`src/rtl/riscv_pkg.sv`:
```
// rtl/riscv_pkg.sv - shared core constants, fetch FSM state type and helpers
package riscv_pkg;

    localparam int XLEN = 32;
    localparam logic [XLEN-1:0] NOP_INSTR = 32'h0000_0013;

    typedef enum logic [1:0] {
        S_REQ,
        S_WAIT,
        S_HOLD,
        S_DRAIN
    } fetch_state_t;

    // Instruction fetches are word aligned; low address bits are dropped.
    function automatic logic [XLEN-1:0] align_word(input logic [XLEN-1:0] addr);
        return {addr[XLEN-1:2], 2'b00};
    endfunction

endpackage

```
`src/rtl/pc_reg.sv`:
```
// rtl/pc_reg.sv - program counter with reset value, redirect load and +4 step
module pc_reg
    import riscv_pkg::*;
#(
    parameter logic [XLEN-1:0] RESET_PC = 32'h0000_0000
) (
    input  logic            clk,
    input  logic            reset,
    input  logic            load_en,
    input  logic [XLEN-1:0] load_addr,
    input  logic            inc_en,
    output logic [XLEN-1:0] pc,
    output logic [XLEN-1:0] pc_plus4
);

    logic [XLEN-1:0] pc_q;
    logic [XLEN-1:0] pc_d;

    // Redirect wins over sequential advance.
    always_comb begin
        pc_d = pc_q;
        if (load_en) begin
            pc_d = load_addr;
        end else if (inc_en) begin
            pc_d = pc_q + 32'd4;
        end
    end

    always_ff @(posedge clk) begin
        if (reset) begin
            pc_q <= RESET_PC;
        end else begin
            pc_q <= pc_d;
        end
    end

    assign pc       = pc_q;
    assign pc_plus4 = pc_q + 32'd4;

endmodule

```
`src/rtl/fetch_stage.sv`:
```
// rtl/fetch_stage.sv - instruction fetch: single-outstanding imem handshake, buffer, redirect
module fetch_stage #(
    parameter logic [31:0] RESET_PC  = 32'h0000_0000,
    parameter logic [31:0] NOP_INSTR = riscv_pkg::NOP_INSTR
) (
    input  logic                       clk,
    input  logic                       reset,
    input  logic                       stallF,
    input  logic                       pcsrcE,
    input  logic [riscv_pkg::XLEN-1:0] pctargetE,
    output logic                       imem_req,
    output logic [riscv_pkg::XLEN-1:0] imem_addr,
    input  logic                       imem_gnt,
    input  logic                       imem_rvalid,
    input  logic [riscv_pkg::XLEN-1:0] imem_rdata,
    output logic [riscv_pkg::XLEN-1:0] instrF,
    output logic [riscv_pkg::XLEN-1:0] pcF,
    output logic [riscv_pkg::XLEN-1:0] pcplus4F,
    output logic                       validF
);

    import riscv_pkg::*;

    fetch_state_t    state_q, state_d;
    logic [XLEN-1:0] ibuf_q, ibuf_d;
    logic            pc_inc;

    always_comb begin
        state_d = state_q;
        ibuf_d  = ibuf_q;
        pc_inc  = 1'b0;
        if (pcsrcE) begin
            // A granted-but-unanswered request leaves a stale response to drain.
            case (state_q)
                S_REQ:   state_d = imem_gnt    ? S_DRAIN : S_REQ;
                S_WAIT:  state_d = imem_rvalid ? S_REQ   : S_DRAIN;
                S_HOLD:  state_d = S_REQ;
                S_DRAIN: state_d = imem_rvalid ? S_REQ   : S_DRAIN;
            endcase
        end else begin
            case (state_q)
                S_REQ: begin
                    if (imem_gnt) state_d = S_WAIT;
                end
                S_WAIT: begin
                    if (imem_rvalid) begin
                        ibuf_d  = imem_rdata;
                        state_d = S_HOLD;
                    end
                end
                S_HOLD: begin
                    if (!stallF) begin
                        pc_inc  = 1'b1;
                        state_d = S_REQ;
                    end
                end
                S_DRAIN: begin
                    if (imem_rvalid) state_d = S_REQ;
                end
            endcase
        end
    end

    always_ff @(posedge clk) begin
        if (reset) begin
            state_q <= S_REQ;
            ibuf_q  <= NOP_INSTR;
        end else begin
            state_q <= state_d;
            ibuf_q  <= ibuf_d;
        end
    end

    pc_reg #(
        .RESET_PC (RESET_PC)
    ) u_pc_reg (
        .clk       (clk),
        .reset     (reset),
        .load_en   (pcsrcE),
        .load_addr (align_word(pctargetE)),
        .inc_en    (pc_inc),
        .pc        (pcF),
        .pc_plus4  (pcplus4F)
    );

    // Gated by reset so nothing leaks out before the registered reset lands.
    assign imem_req  = (state_q == S_REQ) && !reset;
    assign validF    = (state_q == S_HOLD) && !reset;
    assign instrF    = validF ? ibuf_q : NOP_INSTR;
    assign imem_addr = pcF;

endmodule

```
`config.mk`:
```
export PLATFORM = sky130hd
export DESIGN_NAME = fetch_stage
export DESIGN_NICKNAME = d
export VERILOG_FILES = /design/src/rtl/riscv_pkg.sv /design/src/rtl/pc_reg.sv /design/src/rtl/fetch_stage.sv
export SDC_FILE = /design/constraint.sdc
export NUM_CORES = 1
export LEC_CHECK = 0
export BUFFER_PORTS_ARGS = -buffer_cell sky130_fd_sc_hd__buf_2
export CAP_MARGIN = 20
export CORE_MARGIN = 10
export CORE_UTILIZATION = 46
export DETAILED_ROUTE_END_ITERATION = 6
export PLACE_DENSITY = 0.91
export SYNTH_ARGS = -nofsm -noshare
export SYNTH_HDL_FRONTEND = slang
export SYNTH_SLANG_ARGS = --single-unit
```
`constraint.sdc`:
```
create_clock -name clk -period 2.63 [get_ports clk]
set_input_delay 0.6575 -clock clk [delete_from_list [all_inputs] [get_ports clk]]
set_output_delay 0.6575 -clock clk [all_outputs]
set_load 0.1 [all_outputs]
```
==> impl_summary.txt, run 1 <==
----------------------------------------------------
[Status]
  Outcome ... complete, but fails checks
  Violations in the final reports ... setup timing

[STA]
  Worst Clk Skew ... ~0.013 ns
  Period Utilization, post-route ... 110%
  Tightest slew margin relative to the limit ... 51.3%
  Unrepaired setup endpoints after global routing ... yes
  Tmin final ... between 2 and 3 ns
  Peak clock frequency supported by timing ... between 0.3 and 0.4 GHz
  Final Max Tran Viols ... 0
  Hold WS ... between 0.4 and 0.5 ns
  Fin worst setup slack ... -0.254 ns
  Worst-Margin Slew ... between 0.7 and 0.8 ns
  Finish-stage setup viols ... 18
  Number of endpoints with negative hold slack in the final report ... 0

[Worst setup path]
  Start of the worst register-to-register path ... u_pc_reg.pc[10]$_SDFFE_PP0P_
  Max stage delay on crit path ... approximately 0.36 ns
  Category of the critical setup timing path ... reg2out
  Cell family with the largest share of critical-path delay ... buffers and inverters
  Setup slack, reg-to-reg ... approximately 0.04 ns
  Maximum fanout count along the critical path ... 4
  Crit-path slowest cell ... dfxtp_4
  Worst-case reg-to-reg path depth ... 7
  Arrival time reported for the critical path endpoint ... 2.23 ns
  R2R Path End ... u_pc_reg.pc[26]$_SDFFE_PP0P_
  Crit path capture type ... output pin
  Chain of cells forming the critical path ... buf_4, buf_6, nand4_1, buf_4, buf_6, nor2_4, nand4_1, xnor2_4, buf_12
  Startpoint types ... flop
  Critical path buffers and inverters ... 5
  Worst EP required ... roughly 2.0 ns

[Floorplanning]
  Io pins ... 200
  Initial standard-cell utilization of the core ... 47.8%
  Core Area ... between 8000 and 9000 sq um
  Floorplan die width ... between 100 and 150 microns
  Die Height ... between 100 and 150 microns
  Core Rows ... 33
  Overall die area ... around 13000 sq um

[Yosys]
  Per-instance average area after synthesis ... 7.46 sq um
  Total number of yosys warnings ... 0
  Synth cell count leaders ... nand2_1, dfxtp_1, nor2_1
  Post-synth top flop ... dfxtp_1
  Proportion of register bits with asynchronous set or reset after synthesis ... 0%
  Synthesized instance count ... 532
  Biggest area consumer among synthesized cells ... dfxtp_1
  Cell variety after synth ... roughly 50
  Sequential element share of the synthesized area ... between 30% and 40%
  Most common cell in the synthesized netlist ... nand2_1
  Synth top area share ... 32.3%
  Total of flip-flops plus latches after synthesis ... 64
  Synth top area cells ... dfxtp_1, nand2_1, buf_4, and2_1, xnor2_1
  EDFF count, synth ... 0
  Netlist area before placement ... ~4000 sq um

[Pwr]
  PwrDens ... 469 nW/um^2
  Power share of the clock group ... between 20% and 30%
  Leakage ... 2.95 nW
  Fraction of power consumed by combinational cells ... about two fifths
  Peak supply drop ... between 200 and 300 uV
  Sequential fraction of design power ... between 30% and 40%
  Internal Pwr Total ... 1.70 mW
  Switching pwr ... between 1.5 and 2 mW
  Switching portion of total power ... about half

[Clocking]
  Number of sinks on the clock net ... 64
  Buffer type at the clock tree root ... clkbuf_8
  Maximum count of clock buffers along a single path ... 2
  Total clock buffers created by CTS ... 9
  Hold buffer count at CTS ... 0
  Worst-skew pair later-pin latency ... 0.36 ns
  Clock tree from TritonCTS ... done
  Clock-pin slew of the registers on the worst-case setup and hold paths ... 0.09 ns
  Depth of the CTS H-tree ... 3

[GRT]
  Pin count of the biggest net entering global routing ... 67
  Total overflow reported by the global router ... 0
  Vias in the first global route ... approximately 5000
  Global-route usage over all layers ... between 20% and 30%
  Wire length of the first global-routing pass ... around 27000 microns
  Antenna violations before repair ... 3

[Final layout]
  Fraction of layout instances using a drive strength above 1 ... about 53%
  # nets final ... between 700 and 800
  Core utilization of the finished layout ... 84.9%
  Sequential cell area in the final layout ... 1380 sq um
  Signed area change from the synthesized netlist to the final layout ... 77.6%
  Number of flip-flops under the largest register name ... 32
  Filler Cell Count ... 441
  Multi-input gate area ... slightly above 3000 sq um

[Min path]
  Hold WC Path Type ... reg2reg
  Source of the worst hold timing path ... ibuf_q[8]$_SDFFE_PP0P_
  Hold depth ... 2
  End of the worst hold path ... ibuf_q[8]$_SDFFE_PP0P_

[Drt]
  Number of DRC violations after detailed routing ... 0
  Via/cell ratio ... approximately 6.0
  Vias ... ~5000
  TritonRoute pass-1 iters ... 6
  Total length of routed wires ... 17600 microns
  Detailed router's first-iteration violation count ... between 300 and 400
  Antenna violation net count after detailed routing ... 0
  Average detailed-routed wire length per instance ... approximately 21 microns

[Job]
  Max capacitance violation total ... 0

[Placement]
  Global placer's final weighted congestion ... around 0.95
  Port Buffers ... ~190
  Post-detailed-placement half-perimeter wirelength ... 12500 microns

----------------------------------------------------
logic make-up after synthesis:
logic type / after synthesis / share of synthesized area [%]
buf+inv: 78 / 11.1
other cells: 1 / 0.0945
flops: 64 / 32.3
simple gates: 270 / 34.6
xor+xnor: 38 / 8.39
fa+ha+maj: 1 / 0.315
compound gates: 80 / 13.2
final cells by class:
class                      count  area share (%)
clock buffer                   9            1.76
tap                          105            1.86
inverter                       6           0.320
timing repair buffer         241            31.6
multi-input combinational    395            44.0
clock inverter                 7           0.710
sequential                    64            19.6
antenna                        3           0.107
worst max path at each step:
stage | from | to | slack (ns) | cells after the start
after floorplan | u_pc_reg.pc[9]$_SDFFE_PP0P_ | pcplus4F[22] | -0.47 | 6
after CTS | u_pc_reg.pc[3]$_SDFFE_PP0P_ | pcplus4F[18] | -0.28 | 7
after global placement | reset | u_pc_reg.pc[30]$_SDFFE_PP0P_ | 0.06 | 6
after detailed placement | stallF | u_pc_reg.pc[22]$_SDFFE_PP0P_ | 0.04 | 6
after global routing | u_pc_reg.pc[22]$_SDFFE_PP0P_ | pcplus4F[28] | -0.31 | 5
final | u_pc_reg.pc[3]$_SDFFE_PP0P_ | pcplus4F[23] | -0.25 | 9
metal layers:
layer	wire length, microns	global-route usage (%)	up-vias
li1	-	-	2201
met5	0	0	-
met3	1970	9.30	87
met1	5980	26.2	2320
met2	8820	45.6	340
met4	804	11.8	0
tightest hold or removal path, cell delays in order (launching register included):
cell and delay, ns:
dfxtp_1 0.31, nand2_1 0.05, a21oi_1 0.05
metrics by stage:
step / cell area [sq um] / std cells / worst slack, ns / power [mW] / TNS (ns)
final: 7050 / 830 / -0.254 / 3.30 / -2.64
after global routing: 7040 / 829 / -0.311 / 3.40 / -3.82
after detailed placement: 6570 / 786 / 0.0350 / 2.48 / 0
after CTS: 6910 / 815 / -0.284 / 3.27 / -2.52
after global placement: 6570 / 786 / 0.0580 / 2.45 / 0
after floorplan: 4920 / 537 / -0.466 / 2.21 / -4.32
what timing repair did:
item / CTS / global route
gates resized for setup: 18 / 7
pin swaps: 19 / 11
setup endpoints to repair: 18 / 22
setup buffers: 13 / 12
cells in the final DEF (no fill, tap or decap), types with 7 or more instances in the layout:
cell type and n:
dfxtp_4 26, a211oi_1 12, a311oi_1 10, nand4_1 13, buf_4 43, nor4_1 10
buf_2 132, nor3_1 9, and2_4 9, buf_12 57, nand3_1 16, nor2_4 7
o21ai_0 7, and2_2 20, buf_6 7, and4_1 9, a21oi_1 33, xor2_4 13
nand2_1 89, clkbuf_8 9, dfxtp_1 35, xnor2_4 12, nor2_1 33
power by group through the flow:
| stage | logic (mW) | clock network [mW] | registers, mW |
|---|---|---|---|
| finish | 1.36 | 0.813 | 1.13 |
| global route | 1.40 | 0.856 | 1.14 |
| detailed placement | 1.33 | 0 | 1.15 |
| floorplan | 0.848 | 0 | 1.36 |
| global placement | 1.31 | 0 | 1.14 |
| CTS | 1.34 | 0.804 | 1.13 |
Power figures use the tool's default switching activity.
==> run 2: changes to the inputs <==
- CELL_PAD_IN_SITES_DETAIL_PLACEMENT: not set -> 0
- CELL_PAD_IN_SITES_GLOBAL_PLACEMENT: not set -> 2
- CORE_ASPECT_RATIO: not set -> 1.2
- CORE_UTILIZATION: 46 -> 24
- GPL_TIMING_DRIVEN: not set -> 0
==> run 2 against run 1 <==
Compared with the run above:
- the run still ends with setup timing left
- largest power group unchanged
- maximum frequency shrank 0.37%
- critical path depth fell by 2
- wire length decreased by 0.24%
- highest routed layer is now met5
- first-iteration DRC count fell by 31%
- non-clock buffer count is 63 higher
- sequential power about the same
- count of clock-buffer cells in the layout grew 4
- via count is 2.3% lower
==> impl_summary.txt, run 2 (synthesis results as in run 1) <==
----------------------------------------------------
[Drt]
  Number of DRC violations after detailed routing ... 0
  Detailed router's first-iteration violation count ... around 250
  Vias ... 4833
  Via/cell ratio ... just under 5
  Average detailed-routed wire length per instance ... ~18 microns
  Antenna violation net count after detailed routing ... 0
  TritonRoute pass-1 iters ... 4
  Total length of routed wires ... 17500 microns

[Worst setup path]
  Category of the critical setup timing path ... reg2out
  Arrival time reported for the critical path endpoint ... about 2.2 ns
  Crit path capture type ... output pin
  Setup slack, reg-to-reg ... between 0.2 and 0.25 ns
  R2R Path End ... u_pc_reg.pc[20]$_SDFFE_PP0P_
  Cell repeated most along the worst path ... buf_12
  Worst EP required ... roughly 2 ns
  Chain of cells forming the critical path ... ha_4, nand3_4, or4_4, buf_12, nor4_4, xor2_4, buf_12
  Crit-path slowest cell ... or4_4
  Maximum fanout count along the critical path ... 5
  CP Launch Point ... u_pc_reg.pc[2]$_SDFFE_PP0P_
  Startpoint types ... flop
  Start of the worst register-to-register path ... state_q[0]$_SDFFE_PP0P_
  Max stage delay on crit path ... approximately 0.51 ns
  Worst-case reg-to-reg path depth ... 6

[Status]
  Outcome ... complete, but fails checks
  Violations in the final reports ... setup timing

[Floorplanning]
  Floorplan die width ... around 140 microns
  Die Height ... 161 microns
  Core Rows ... a little over 50
  Initial standard-cell utilization of the core ... about a quarter
  Io pins ... 200
  Core Area ... between 15000 and 20000 sq um
  Overall die area ... roughly 22000 sq um

[Clocking]
  Maximum count of clock buffers along a single path ... 2
  Number of sinks on the clock net ... 64
  Buffer type at the clock tree root ... clkbuf_16
  Total clock buffers created by CTS ... 9
  Worst-skew pair later-pin latency ... approximately 0.34 ns
  Clock tree from TritonCTS ... done
  Depth of the CTS H-tree ... 3
  Hold buffer count at CTS ... 0
  Clock-pin slew of the registers on the worst-case setup and hold paths ... ~0.06 ns

[Final layout]
  Commonest cells after routing, fill and taps aside ... buf_2, buf_4, nand2_1, dfxtp_1
  Most frequent standard cell in the layout excluding fill and tap cells ... buf_2
  # nets final ... between 800 and 900
  Filler Cell Count ... between 1500 and 2000
  Fraction of layout instances using a drive strength above 1 ... between 50% and 60%
  Signed area change from the synthesized netlist to the final layout ... 82.4%
  Number of flip-flops under the largest register name ... 32
  Core utilization of the finished layout ... around 45%

[GRT]
  Wire length of the first global-routing pass ... approximately 27000 microns
  Antenna violations before repair ... 3
  Global-route usage over all layers ... between 10% and 20%
  Vias in the first global route ... about 5000
  Total overflow reported by the global router ... 0
  Pin count of the biggest net entering global routing ... 11

[STA]
  Worst-Margin Slew ... about 0.7 ns
  Number of endpoints with negative hold slack in the final report ... 0
  Peak clock frequency supported by timing ... roughly 0.35 GHz
  Worst Clk Skew ... roughly 0.007 ns
  Period Utilization, post-route ... 110%
  Setup TNS after final layout ... -1.40 ns
  Fin worst setup slack ... -0.265 ns
  Tightest slew margin relative to the limit ... 54.4%
  Unrepaired setup endpoints after global routing ... yes
  Finish-stage setup viols ... 11
  Tmin final ... 2.90 ns
  Final Max Tran Viols ... 0

[Placement]
  Global placer's final weighted congestion ... between 0.8 and 0.9
  Post-detailed-placement half-perimeter wirelength ... ~13000 microns
  Port Buffers ... around 190

[Pwr]
  Peak supply drop ... roughly 240 uV
  Leakage ... 3.15 nW
  PwrDens ... ~520 nW/um^2

[Min path]
  End of the worst hold path ... ibuf_q[8]$_SDFFE_PP0P_
  Hold WC Path Type ... reg2reg
  Source of the worst hold timing path ... ibuf_q[8]$_SDFFE_PP0P_
  Hold depth ... 2

[Job]
  Max capacitance violation total ... 0

----------------------------------------------------
run 2: changes by cell type in the layout (fill, tap and decap cells not counted), moves of 5 or more:
cell       change
clkbuf_16     +10
clkbuf_8       -5
buf_1          +5
buf_4         +65
buf_12        -38
clkbuf_1      +18
buf_2          +9
run 2: what timing repair did:
item                                    in CTS  in global routing
resized for setup                          122                 21
endpoints found under the setup margin      57                 53
buffers inserted                            42                  4
cloned                                       1                  0
pin swaps                                   21                 15
run 2: worst max-delay path by stage:
| stage | endpoint | slack [ns] | depth (start not counted) |
|---|---|---|---|
| after floorplan | pcplus4F[22] | -0.47 | 6 |
| after global placement | instrF[5] | -0.51 | 5 |
| after detailed placement | instrF[5] | -0.57 | 5 |
| after CTS | pcplus4F[28] | -0.39 | 7 |
| after global routing | pcplus4F[28] | -0.33 | 7 |
| final | pcplus4F[28] | -0.27 | 7 |
run 2: stage by stage:
step | total power [mW] | hold WS, ns | instances | setup WS, ns | area (sq um)
5_1_grt | 3.89 | 0.475 | 997 | -0.335 | 7230
6_report | 3.76 | 0.451 | 999 | -0.265 | 7240
4_1_cts | 3.79 | 0.454 | 996 | -0.389 | 7180
3_5_place_dp | 2.45 | 0.446 | 940 | -0.573 | 6140
3_3_place_gp | 2.43 | 0.439 | 940 | -0.506 | 6140
2_1_floorplan | 2.21 | 0.432 | 537 | -0.466 | 4920
run 2: power by group:
part	switching, mW	internal [mW]
combinational	1.06	0.357
sequential	0.0929	1.01
clock	0.455	0.783
run 2: area by class of cell:
| type | count | area, sq um | share of cell area (%) |
|---|---|---|---|
| flip-flops and latches | 64 | 1380 | 19.1 |
| diodes | 2 | 5.00 | 0.0691 |
| inverters | 6 | 22.5 | 0.311 |
| well taps | 212 | 265 | 3.66 |
| repair buffers | 236 | 1690 | 23.3 |
| clock buffers | 13 | 260 | 3.60 |
| clock inverters | 3 | 40.0 | 0.553 |
| multi-input cells | 395 | 3120 | 43.1 |
| plain buffers | 68 | 459 | 6.34 |
run 2: layer usage:
metal / up-vias / routed length, microns / global-route usage [%]
li1: 2330 / - / -
met1: 2271 / 6710 / 16.9
met2: 200 / 8790 / 26.5
met3: 28 / 1680 / 5.46
met4: 4 / 320 / 5.90
met5: - / 26 / 0
run 2: worst max-delay path, delay by kind of cell (launching register included):
| kind | cells | cell delay, ns |
|---|---|---|
| xor+xnor | 1 | 0.19 |
| fa+ha+maj | 1 | 0.14 |
| buf+inv | 2 | 0.36 |
| flops | 1 | 0.36 |
| simple gates | 3 | 0.84 |
==> run 3: changes to the inputs <==
- GPL_TIMING_DRIVEN: 0 -> not set
==> run 3 against run 2 <==
Compared with the run above:
- the flow still finishes with violations (setup timing)
- via count fell by 3.8%
- critical path type unchanged
- sequential cell count did not move
- clock skew fell by 0.0019 ns
==> impl_summary.txt, run 3 (synthesis results as in run 1) <==
----------------------------------------------------
[STA]
  Worst Clk Skew ... 0.00507 ns
  Hold WS ... 0.448 ns
  Finish-stage setup viols ... 8
  Final Max Tran Viols ... 0
  Unrepaired setup endpoints after global routing ... yes
  Period Utilization, post-route ... 109%
  Worst-Margin Slew ... a little over 0.8 ns
  Tightest slew margin relative to the limit ... approximately 45%
  Fin worst setup slack ... -0.228 ns
  Tmin final ... 2.86 ns
  Number of endpoints with negative hold slack in the final report ... 0
  Peak clock frequency supported by timing ... between 0.3 and 0.4 GHz

[Clocking]
  Number of sinks on the clock net ... 64
  Maximum count of clock buffers along a single path ... 2
  Buffer type at the clock tree root ... clkbuf_16
  Worst-skew pair later-pin latency ... 0.34 ns
  Clock-pin slew of the registers on the worst-case setup and hold paths ... 0.06 ns
  Depth of the CTS H-tree ... 3
  Total clock buffers created by CTS ... 9
  Clock tree from TritonCTS ... done

[Worst setup path]
  Crit path capture type ... output pin
  Maximum fanout count along the critical path ... 7
  Crit-path slowest cell ... or4_4
  Capture point of the worst path ... pcplus4F[28]
  Worst-case reg-to-reg path depth ... 12
  R2R Path End ... u_pc_reg.pc[21]$_SDFFE_PP0P_
  Chain of cells forming the critical path ... ha_4, nand3_2, or4_4, nor4_4, xor2_4, buf_12
  Worst EP required ... 1.97 ns
  CP Launch Point ... u_pc_reg.pc[2]$_SDFFE_PP0P_
  Start of the worst register-to-register path ... u_pc_reg.pc[12]$_SDFFE_PP0P_
  Startpoint types ... flop
  Arrival time reported for the critical path endpoint ... around 2.2 ns
  Max stage delay on crit path ... roughly 0.59 ns
  Setup slack, reg-to-reg ... around 0.15 ns
  Category of the critical setup timing path ... reg2out

[Floorplanning]
  Initial standard-cell utilization of the core ... roughly 24%
  Core Rows ... 51
  Die Height ... 161 microns
  Core Area ... between 15000 and 20000 sq um
  Io pins ... 200
  Floorplan die width ... 137 microns
  Overall die area ... 22100 sq um

[Status]
  Violations in the final reports ... setup timing
  Outcome ... complete, but fails checks

[Pwr]
  PwrDens ... roughly 520 nW/um^2
  Power share of the clock group ... a little over a third
  Peak supply drop ... roughly 250 uV
  Switching pwr ... 1.61 mW
  Fraction of power consumed by combinational cells ... 36.0%
  Internal Pwr Total ... roughly 2.3 mW
  PnR Total Power ... 3.93 mW
  Switching portion of total power ... about two fifths
  Sequential fraction of design power ... about 28%
  Leakage ... 3.19 nW

[Drt]
  Antenna violation net count after detailed routing ... 0
  Number of DRC violations after detailed routing ... 0
  Vias ... between 4000 and 5000
  Detailed router's first-iteration violation count ... between 200 and 300
  Total length of routed wires ... 16300 microns
  TritonRoute pass-1 iters ... 6
  Average detailed-routed wire length per instance ... ~17 microns
  Via/cell ratio ... 4.83

[GRT]
  Total overflow reported by the global router ... 0
  Pin count of the biggest net entering global routing ... 43
  Vias in the first global route ... 4808
  Global-route usage over all layers ... between 10% and 20%
  Wire length of the first global-routing pass ... about 26000 microns
  Antenna violations before repair ... 2

[Final layout]
  # nets final ... just over 800
  Core utilization of the finished layout ... 46.8%
  Signed area change from the synthesized netlist to the final layout ... 91.0%
  Final instance count without filler cells ... around 960
  Fraction of layout instances using a drive strength above 1 ... a little under three fifths
  Most frequent standard cell in the layout excluding fill and tap cells ... buf_2
  Post-Layout Inst Area ... between 7000 and 8000 sq um
  Number of flip-flops under the largest register name ... 32
  Commonest cells after routing, fill and taps aside ... buf_2, nand2_1, buf_4, buf_12, dfxtp_1

[Placement]
  Post-detailed-placement half-perimeter wirelength ... roughly 13000 microns
  Port Buffers ... about 190
  Global placer's final weighted congestion ... roughly 0.8
  DP Area ... a little under 7000 sq um
  Post-placement cell count ... around 900

[Job]
  Max capacitance violation total ... 0

[Min path]
  Hold depth ... 2
  Hold WC Path Type ... reg2reg

----------------------------------------------------
run 3: cell count changes in the layout (fill, tap and decap cells not counted), moves of 3 or more:
cell | before | now
buf_1 | 5 | 0
buf_12 | 19 | 59
buf_2 | 141 | 132
buf_4 | 108 | 69
clkbuf_1 | 18 | 0
clkbuf_2 | 3 | 0
clkbuf_8 | 4 | 0
nand3_4 | 8 | 5
run 3: worst max-delay path: cells and delay by family (launching register included):
family / cells / cell delay (ns)
AND/OR/NAND/NOR: 3 / 0.99
flip-flops: 1 / 0.36
adder cells (fa/ha/maj): 1 / 0.13
XOR/XNOR: 1 / 0.19
buffers and inverters: 1 / 0.19
run 3: routing by layer:
layer	track usage [%]	share of wire (%)	wire length [microns]	up-vias
met1	15.6	36	5840	2167
met2	23.8	51	8220	195
met4	5.85	1.8	297	2
li1	-	-	-	2261
met5	0	0.080	13	-
met3	7.27	12	1910	24
run 3: area by class of cell:
cell class                 count  area (sq um)
fill                        1551          8630
multi-input combinational    395          3100
timing repair buffer         268          2450
sequential                    64          1390
clock buffer                  11           275
tap                          212           265
clock inverter                 5          81.3
inverter                       6          22.5
antenna                        1          2.50
run 3: repair_timing:
item	4_1_cts	5_1_grt
setup buffers	28	19
gates cloned	0	0
endpoints found under the setup margin	18	19
pin swaps	13	15
hold buffers	0	0
gates resized for setup	14	15
run 3: worst min-delay path by stage:
| stage | from | to |
|---|---|---|
| floorplan | ibuf_q[0]$_SDFFE_PP1P_ | ibuf_q[0]$_SDFFE_PP1P_ |
| global placement | ibuf_q[13]$_SDFFE_PP0P_ | ibuf_q[13]$_SDFFE_PP0P_ |
| detailed placement | ibuf_q[17]$_SDFFE_PP0P_ | ibuf_q[17]$_SDFFE_PP0P_ |
| CTS | ibuf_q[17]$_SDFFE_PP0P_ | ibuf_q[17]$_SDFFE_PP0P_ |
| global route | ibuf_q[14]$_SDFFE_PP0P_ | ibuf_q[14]$_SDFFE_PP0P_ |
| finish | ibuf_q[17]$_SDFFE_PP0P_ | ibuf_q[17]$_SDFFE_PP0P_ |
run 3: power by group through the flow:
stage | clock network [mW] | registers (mW) | logic (mW)
6_report | 1.43 | 1.09 | 1.42
3_5_place_dp | 0 | 1.13 | 1.37
2_1_floorplan | 0 | 1.36 | 0.848
3_3_place_gp | 0 | 1.13 | 1.36
5_1_grt | 1.52 | 1.10 | 1.47
4_1_cts | 1.48 | 1.10 | 1.40
run 3: through the flow:
step / setup WS (ns) / setup TNS (ns)
global placement: 0.118 / 0
floorplan: -0.466 / -4.32
global route: -0.314 / -2.26
detailed placement: 0.0837 / 0
finish: -0.228 / -1.35
CTS: -0.270 / -1.54
